### src/rtl/axi_mst_pkg.sv
// Shared definitions for the AXI burst master.
//   mst_state_e      : FSM encoding (one transaction outstanding at a time)
//   AXI_BURST_INCR   : burst type driven on awburst/arburst
//   AXI_RESP_*       : response codes; anything other than OKAY is an error
//   axi_size_enc()   : log2(bytes per beat) for awsize/arsize
package axi_mst_pkg;

    typedef enum logic [2:0] {
        ST_IDLE = 3'd0,
        ST_AR   = 3'd1,
        ST_R    = 3'd2,
        ST_AW   = 3'd3,
        ST_W    = 3'd4,
        ST_B    = 3'd5
    } mst_state_e;

    localparam logic [1:0] AXI_BURST_INCR  = 2'b01;
    localparam logic [1:0] AXI_RESP_OKAY   = 2'b00;
    localparam logic [1:0] AXI_RESP_SLVERR = 2'b10;

    // Bytes-per-beat encoding; data_wth is a power of two of at least 64.
    function automatic logic [2:0] axi_size_enc(input int unsigned data_wth);
        logic [2:0] enc;
        enc = '0;
        for (int i = 0; i < 8; i++) begin
            if ((32'd1 << i) == data_wth / 8) enc = 3'(i);
        end
        return enc;
    endfunction

endpackage

### src/rtl/axi_burst_master.sv
// Single-outstanding AXI4 burst master.
// A command (req_*) starts one INCR burst: read (AR then R) or write (AW then W then B).
// Read data leaves on rd_*, write data arrives on wd_*; both streams pass straight
// through to the R/W channels with no added latency. Each accepted command ends with
// a one-cycle done_valid pulse; done_err flags a bad response, an unexpected ID, a
// mis-framed read burst, or a command refused for misalignment / 4 KiB crossing.
// dbg_state exposes the FSM state.
//
// Handshake rule for every valid/ready pair here: a transfer happens on a rising edge
// where both are high; once valid is raised by this block its payload stays stable
// until that transfer.
module axi_burst_master
    import axi_mst_pkg::*;
#(
    parameter int                    ADDR_WTH = 32,
    parameter int                    DATA_WTH = 256,
    parameter int                    ID_WIDTH = 4,
    parameter logic [ID_WIDTH-1:0]   AXI_ID   = '0
) (
    input  logic                      clk_i,
    input  logic                      rst_i,
    // command
    input  logic                      req_valid,
    output logic                      req_ready,
    input  logic                      req_we,
    input  logic [ADDR_WTH-1:0]       req_addr,
    input  logic [7:0]                req_len,
    // write-data stream
    input  logic                      wd_valid,
    output logic                      wd_ready,
    input  logic [DATA_WTH-1:0]       wd_data,
    input  logic [DATA_WTH/8-1:0]     wd_strb,
    // read-data stream
    output logic                      rd_valid,
    input  logic                      rd_ready,
    output logic [DATA_WTH-1:0]       rd_data,
    output logic                      rd_last,
    // completion
    output logic                      done_valid,
    output logic                      done_err,
    // AXI AW
    output logic [ADDR_WTH-1:0]       awaddr,
    output logic [7:0]                awlen,
    output logic [2:0]                awsize,
    output logic [1:0]                awburst,
    output logic [ID_WIDTH-1:0]       awid,
    output logic                      awvalid,
    input  logic                      awready,
    output logic [3:0]                awcache,
    output logic                      awlock,
    output logic [2:0]                awprot,
    output logic [3:0]                awqos,
    output logic [3:0]                awregion,
    // AXI W
    output logic [DATA_WTH-1:0]       wdata,
    output logic [DATA_WTH/8-1:0]     wstrb,
    output logic                      wlast,
    output logic                      wvalid,
    input  logic                      wready,
    // AXI B
    input  logic [1:0]                bresp,
    input  logic [ID_WIDTH-1:0]       bid,
    input  logic                      bvalid,
    output logic                      bready,
    // AXI AR
    output logic [ADDR_WTH-1:0]       araddr,
    output logic [7:0]                arlen,
    output logic [2:0]                arsize,
    output logic [1:0]                arburst,
    output logic [ID_WIDTH-1:0]       arid,
    output logic                      arvalid,
    input  logic                      arready,
    output logic [3:0]                arcache,
    output logic                      arlock,
    output logic [2:0]                arprot,
    output logic [3:0]                arqos,
    output logic [3:0]                arregion,
    // AXI R
    input  logic [DATA_WTH-1:0]       rdata,
    input  logic [1:0]                rresp,
    input  logic [ID_WIDTH-1:0]       rid,
    input  logic                      rlast,
    input  logic                      rvalid,
    output logic                      rready,
    // debug
    output mst_state_e                dbg_state
);

    localparam logic [2:0]  AXSIZE = axi_size_enc(DATA_WTH);
    localparam int          SIZE   = int'(AXSIZE);
    localparam int unsigned BYTES  = DATA_WTH / 8;

    mst_state_e            state_q, state_d;
    logic [ADDR_WTH-1:0]   addr_q, addr_d;
    logic [7:0]            len_q, len_d;
    logic [7:0]            cnt_q, cnt_d;
    logic                  err_q, err_d;
    logic                  rej_q, rej_d;

    logic                  rd_beat, wr_beat, rd_done, b_done;
    logic                  beat_err, b_err, cmd_bad;
    logic [31:0]           end_off;

    // Offset of the first byte past the burst within its 4 KiB page.
    assign end_off  = 32'(req_addr[11:0]) + (32'(req_len) + 32'd1) * BYTES;
    assign cmd_bad  = (|req_addr[SIZE-1:0]) || (end_off > 32'd4096);

    assign rd_beat  = (state_q == ST_R) && rvalid && rd_ready;
    assign wr_beat  = (state_q == ST_W) && wd_valid && wready;
    assign rd_done  = rd_beat && rlast;
    assign b_done   = (state_q == ST_B) && bvalid;

    // A beat is mis-framed when rlast disagrees with the expected final beat; this
    // covers both an early rlast and a burst running past len without rlast.
    assign beat_err = (rresp != AXI_RESP_OKAY) || (rid != AXI_ID) ||
                      (rlast != (cnt_q == len_q));
    assign b_err    = (bresp != AXI_RESP_OKAY) || (bid != AXI_ID);

    always_comb begin
        state_d = state_q;
        addr_d  = addr_q;
        len_d   = len_q;
        cnt_d   = cnt_q;
        err_d   = err_q;
        rej_d   = 1'b0;
        unique case (state_q)
            ST_IDLE: begin
                if (req_valid) begin
                    if (cmd_bad) begin
                        rej_d = 1'b1;
                    end else begin
                        addr_d  = req_addr;
                        len_d   = req_len;
                        cnt_d   = '0;
                        err_d   = 1'b0;
                        state_d = req_we ? ST_AW : ST_AR;
                    end
                end
            end
            ST_AR: if (arready) state_d = ST_R;
            ST_R: begin
                if (rd_beat) begin
                    cnt_d = cnt_q + 8'd1;
                    err_d = err_q | beat_err;
                    if (rlast) state_d = ST_IDLE;
                end
            end
            ST_AW: if (awready) state_d = ST_W;
            ST_W: begin
                if (wr_beat) begin
                    cnt_d = cnt_q + 8'd1;
                    if (cnt_q == len_q) state_d = ST_B;
                end
            end
            ST_B: if (bvalid) state_d = ST_IDLE;
            default: state_d = ST_IDLE;
        endcase
    end

    always_ff @(posedge clk_i or posedge rst_i) begin
        if (rst_i) begin
            state_q <= ST_IDLE;
            addr_q  <= '0;
            len_q   <= '0;
            cnt_q   <= '0;
            err_q   <= 1'b0;
            rej_q   <= 1'b0;
        end else begin
            state_q <= state_d;
            addr_q  <= addr_d;
            len_q   <= len_d;
            cnt_q   <= cnt_d;
            err_q   <= err_d;
            rej_q   <= rej_d;
        end
    end

    assign req_ready  = (state_q == ST_IDLE);
    assign dbg_state  = state_q;

    // Completion fires in the cycle of the closing handshake so that the next
    // command can be taken on the very next cycle; a refusal reports one cycle later.
    assign done_valid = rej_q || rd_done || b_done;
    assign done_err   = rej_q || (rd_done && (err_q || beat_err)) || (b_done && b_err);

    assign awaddr   = addr_q;
    assign awlen    = len_q;
    assign awsize   = AXSIZE;
    assign awburst  = AXI_BURST_INCR;
    assign awid     = AXI_ID;
    assign awvalid  = (state_q == ST_AW);
    assign awcache  = '0;
    assign awlock   = 1'b0;
    assign awprot   = '0;
    assign awqos    = '0;
    assign awregion = '0;

    // W only opens after the AW handshake has moved the FSM into ST_W.
    assign wdata    = wd_data;
    assign wstrb    = wd_strb;
    assign wvalid   = (state_q == ST_W) && wd_valid;
    assign wd_ready = (state_q == ST_W) && wready;
    assign wlast    = (state_q == ST_W) && (cnt_q == len_q);

    assign bready   = (state_q == ST_B);

    assign araddr   = addr_q;
    assign arlen    = len_q;
    assign arsize   = AXSIZE;
    assign arburst  = AXI_BURST_INCR;
    assign arid     = AXI_ID;
    assign arvalid  = (state_q == ST_AR);
    assign arcache  = '0;
    assign arlock   = 1'b0;
    assign arprot   = '0;
    assign arqos    = '0;
    assign arregion = '0;

    assign rready   = (state_q == ST_R) && rd_ready;
    assign rd_valid = (state_q == ST_R) && rvalid;
    assign rd_data  = rdata;
    assign rd_last  = rlast;

endmodule

### config.mk
export PLATFORM = sky130hd
export DESIGN_NAME = axi_burst_master
export DESIGN_NICKNAME = d
export VERILOG_FILES = /design/src/rtl/axi_mst_pkg.sv /design/src/rtl/axi_burst_master.sv
export SDC_FILE = /design/constraint.sdc
export NUM_CORES = 1
export LEC_CHECK = 0
export BUFFER_PORTS_ARGS = -buffer_cell sky130_fd_sc_hd__buf_4
export CAP_MARGIN = 10
export CORE_AREA = 2 2 504 506
export CTS_CLUSTER_DIAMETER = 30
export DETAILED_ROUTE_END_ITERATION = 7
export DIE_AREA = 0 0 506 508
export GPL_TIMING_DRIVEN = 0
export SLEW_MARGIN = 10
export SYNTH_ARGS = -nofsm -noshare
export SYNTH_HDL_FRONTEND = slang
export SYNTH_SLANG_ARGS = --single-unit
### constraint.sdc
create_clock -name clk_i -period 2.36 [get_ports clk_i]
set_input_delay 0.236 -clock clk_i [delete_from_list [all_inputs] [get_ports clk_i]]
set_output_delay 0.236 -clock clk_i [all_outputs]
set_load 0.1 [all_outputs]
* After elaboration in Yosys (flattened, before gate mapping)
Cells that the tools add are included.
** Word-level totals
- Register bits :: 53
- Bits in latches :: 0
- Memory bits (writable) :: 0
- Bits in read-only memories :: 0
- Output and inout port bits :: 689
- Memories kept :: 0
** Cells by class
- $add $sub $neg :: 3
- $mul :: 0
- Div/mod/pow operators :: 0
- Magnitude comparators :: 1
- Equality and inequality tests :: 16
- Shifts and indexed selects :: 0
- Mux-type cells :: 23
- Bitwise gates (word level) :: 2
- Reduce and logical (&&, ||, !) cells :: 32
** Operators by type and width (number)
- $mux 8 :: 4
- $mux 3 :: 9
- $pmux 8 s3 :: 1
- $pmux 3 s6 :: 1
- $add 12x14->15 :: 1
- $gt 15x13->1 const B :: 1
- $ne 2x2->1 const B :: 7
- $logic_and 1x1->1 :: 11
- $add 8x1->9 const B :: 1
- $logic_or 1x1->1 :: 9
- $reduce_and 9->1 :: 1
- $add 8x1->8 const B :: 1
- $eq 8x8->1 :: 1
- $reduce_bool 4->1 :: 2
- $eq 3x2->1 const B :: 2
- $eq 3x3->1 const B :: 2
- $mux 1 :: 6
- $reduce_bool 2->1 :: 3
- $reduce_and 5->1 :: 1
- $reduce_or 5->1 :: 1
- $ne 2x1->1 const B :: 2
- $reduce_and 4->1 :: 1
- $eq 3x1->1 const B :: 1
- $logic_not 3->1 :: 1
- 7 further kinds :: 7

* Longest topological paths before layout
- Depth after elaboration :: 7
- Mapped depth :: 18
- Gate-level depth less buffers :: 13

* Worst setup path before layout
OpenSTA, ideal clock, no wires.
- Kind :: register to register
- Start :: register state_q[1], in the netlist dbg_state[1]
- End :: register addr_q[0], in the netlist araddr[0]
- Data arrival time :: 4204 ps
- Data required time :: 2237 ps
- Setup slack :: -1967 ps
- Stages on the path, launching flop included :: 5
- Path buffers :: 1
- Clock period less this slack :: 4327 ps
- Cell sequence :: dfrtp_1 > nor3_1 > nand3_1 > clkbuf_1 > and2_1
** Between the ends
- Cells in the longest elaborated chain, start to end :: 2
** Ends and longest elaborated chain
- from (decl) :: RTL line axi_burst_master.sv:93 : mst_state_e state_q, state_d;
- from (signal assigned) :: RTL line axi_burst_master.sv:169 : state_q <= state_d;
- $logic_not 3->1
- via req_ready :: RTL line axi_burst_master.sv:24 : output logic req_ready,
- $reduce_and 3->1 (no line)
- to (signal assigned) :: RTL line axi_burst_master.sv:170 : addr_q <= addr_d;
- to (decl) :: RTL line axi_burst_master.sv:94 : logic [ADDR_WTH-1:0] addr_q, addr_d;
The timed path passes the listed nets, and every way through them passes these cells.
A chain may end at the register's enable or synchronous reset.

* Final worst setup path
- Start :: input req_len[1]
- End :: register cnt_q[2]
** Between the ends
- Cells in the longest elaborated chain, start to end :: 6
** Ends and longest elaborated chain
- from (decl) :: RTL line axi_burst_master.sv:27 : input logic [7:0] req_len,
- $add 8x1->9 :: RTL line axi_burst_master.sv:105 : assign end_off = 32'(req_addr[11:0]) + (32'(req_len) + 32'd1) * BYTES;
- $add 12x14->15 :: RTL line axi_burst_master.sv:105
- $gt 15x13->1 :: RTL line axi_burst_master.sv:106 : assign cmd_bad = (|req_addr[SIZE-1:0]) || (end_off > 32'd4096);
- $logic_or 1x1->1 :: RTL line axi_burst_master.sv:106
- $ne 2x2->1 (no line)
- $reduce_and 5->1 (no line)
- to (signal assigned) :: RTL line axi_burst_master.sv:172 : cnt_q <= cnt_d;
- to (decl) :: RTL line axi_burst_master.sv:96 : logic [7:0] cnt_q, cnt_d;
No other way between the ends.

==> results.txt <==
vias per cell - 1.952
top post-synthesis cells by count - buf_4, nand2_1, dfrtp_1
Post-DP Area - 17530 um2
CP arrival - 3.38 ns
net count reported at finish - 2391
Peak Freq - 0.3172 GHz
CTS buffer count - 5
PwrDens - 663.7 nW/um2
Synth async-reset ratio - 1.000
Initial Utilization - 0.03051
Hold EP - araddr[17]
Core ar. - 252300 um2
share of the synthesized area in the top cell type - 0.6203
DRC Markers - 0
relative slew slack - 0.5099
Final Power - 12.41 mW
Area Growth Syn to Fin - 143.0%
Max Slew Vio Count - 0
vias in the first global route - 9196
YS warnings - 0
clk sinks - 53
Vias - 10180
largest cells by area after synthesis - buf_4, dfrtp_1, nand2_1
Req. time, crit path - 2.59 ns
Worst Reg-to-Reg Cells - 6
Post-synth EDFFs - 0
Worst-Margin Slew - 0.7296 ns
GRT Overall Usage - 0.1304
Tmin final - 3.152 ns
P_leak - 8.643 nW
Post-synth top flop - dfrtp_1
layout cells sized above 1 - 0.8212
DR iter-0 viols - 528
Die X - 506 um
CTS root buf - clkbuf_16
Detailed Place HPWL - 169200 um
Hold Path Stages - 3
crit share post-route - 1.336
gpl congestion - 0.8839
Port Buffers - 702
worst-path fanout max - 5
drt pass-1 iters - 6
Syn Std Cell Area - 7697 um2
Synth Area per Inst - 7.854 um2
R2R setup slack - 0.11 ns
largest net degree at the start of global routing - 39
unrepaired setup endpoints after global routing - true
Die Ht - 508 um
VDD IR-drop max - 392.2 uV
worst min-delay path startpoint - req_addr[17]
insertion delay to the later sink of the worst-skew pair - 0.34 ns
Yosys cell types - 45
gr ovfl total - 0
Final ANT Viol Nets - 0
Post-Syn Instances - 980
drt wl/cell - 33.71 um
Rows - 185
io pins - 1297
H-tree level count - 2
Final Skew - 0.01401 ns
total detailed-routing wirelength - 175700 um
crit start category - input pin
violated checks - setup timing
clk slew on worst S/H paths - 0.11 ns
final setup margin - -0.7923 ns
Seq/Total Area, Yosys - 0.1723
top-count cell post-synth - buf_4
first-pass GRT wire length - 195100 um
Synth area leader - buf_4
Max Cap Viol - 0
Crit. End Element - flip-flop
outcome - complete, but fails checks
critical path class - in -> reg
Final Setup Violations - 53
reg2reg end - cnt_q[5]
initial antenna violation count - 317
Hold WC Path Type - in -> reg
CTS tree - done
Final Hold Fails - 0
cell area after layout - 18700 um2
Critical R2R Launch - dbg_state[2]
TNS Setup - -32.66 ns
Max Root-Sink Buffers - 2
Synth Register Bits - 53
Die Footprint - 257000 um2
-- critical path: stages --
cell and delay, ns:
buf_12 0.11, ha_4 0.18, nand3_2 0.07, xnor2_1 0.13
ha_1 0.36, a21o_1 0.23, a2111oi_4 0.05, a41oi_2 0.18
o2111ai_1 0.14, or4_4 0.53, a21oi_4 0.18, buf_12 0.14
buf_6 0.10, a21boi_4 0.06, buf_12 0.13, o311a_1 0.34
a31o_1 0.18
-- cell usage in the layout (no fill, tap or decap), types with 4 or more instances in the layout --
cell and n:
buf_4 1354, nand2_1 117, diode_2 74, conb_1 50
dfrtp_1 41, buf_12 12, clkbuf_16 11, xor2_1 9
nor2_1 9, dfrtp_2 9, o21ai_0 8, a21oi_1 7
xnor2_1 7, nand2_2 7, ha_1 7, nand3_1 6
and2_1 6, a21o_1 5, and2_4 5, buf_6 5
or4_1 4, nor4_2 4, buf_16 4
-- registers in the layout (all words and copies together), names as in the netlist --
name / flops
err_q: 1
rej_q: 1
dbg_state: 3
cnt_q: 8
araddr: 32
arlen: 8
-- report_power, final --
part / leakage (nW) / internal, mW / switching (mW) / total [mW]
registers: 0.686 / 1.10 / 0.358 / 1.46
clock network: 0.0772 / 0.414 / 0.561 / 0.975
logic: 7.88 / 2.35 / 7.63 / 9.98
-- cell families (layout without fill, tap and decap cells) --
group           Yosys count  after routing  synth area share
buf+inv                 655           1400            0.6304
flops                    53             53            0.1723
other cells               2            124         0.0009757
compound gates           50             50           0.04486
mux                       4              4          0.005364
fa+ha+maj                11             11           0.01886
xor+xnor                 19             19           0.02162
simple gates            186            186            0.1057
-- routing by layer --
metal | routed length [um] | track usage | vias up | share of wire
met5 | 2032 | 0 | - | 0.012
met1 | 55240 | 0.1189 | 4330 | 0.31
li1 | - | - | 4084 | -
met3 | 38330 | 0.1357 | 405 | 0.22
met2 | 77830 | 0.2067 | 1043 | 0.44
met4 | 2279 | 0.01596 | 314 | 0.013
-- layout make-up --
class | instances | area, um2
fillers | 29800 | 233600
repair buffers | 739 | 5788
plain buffers | 648 | 4995
well taps | 3366 | 4212
multi-input cells | 320 | 1993
flip-flops and latches | 53 | 1349
diodes | 74 | 185.2
clock buffers | 5 | 125.1
clock inverters | 3 | 33.78
inverters | 5 | 21.27
-- worst max path at each step --
stage	startpoint	to	cells past startpoint
4_1_cts	req_len[1]	cnt_q[2]	18
5_1_grt	req_len[1]	cnt_q[2]	17
6_report	req_len[1]	cnt_q[2]	17
3_3_place_gp	req_len[1]	araddr[1]	15
2_1_floorplan	req_len[1]	cnt_q[4]	15
3_5_place_dp	req_len[1]	araddr[1]	15
-- per-stage QoR --
stage	hold WS (ns)	utilization	instances	worst slack, ns
floorplan	0.3414	-	1028	-0.5167
global placement	0.4346	0.06934	5096	-2.373
detailed placement	0.2459	0.06946	5097	-2.462
CTS	0.03074	0.07303	5133	-0.7117
global route	0.05135	0.07355	5155	-0.8470
finish	0.06295	0.07412	5213	-0.7923
-- repair_timing --
item                                   4_1_cts  5_1_grt
hold buffers                                 1        0
pin swaps                                   26        5
cloned                                       5        0
gates resized for setup                     94       10
buffers inserted                            24        7
setup endpoints to repair                   57       55
endpoints found under the hold margin       15        0
Note: power is estimated with default switching activity, not from simulation.
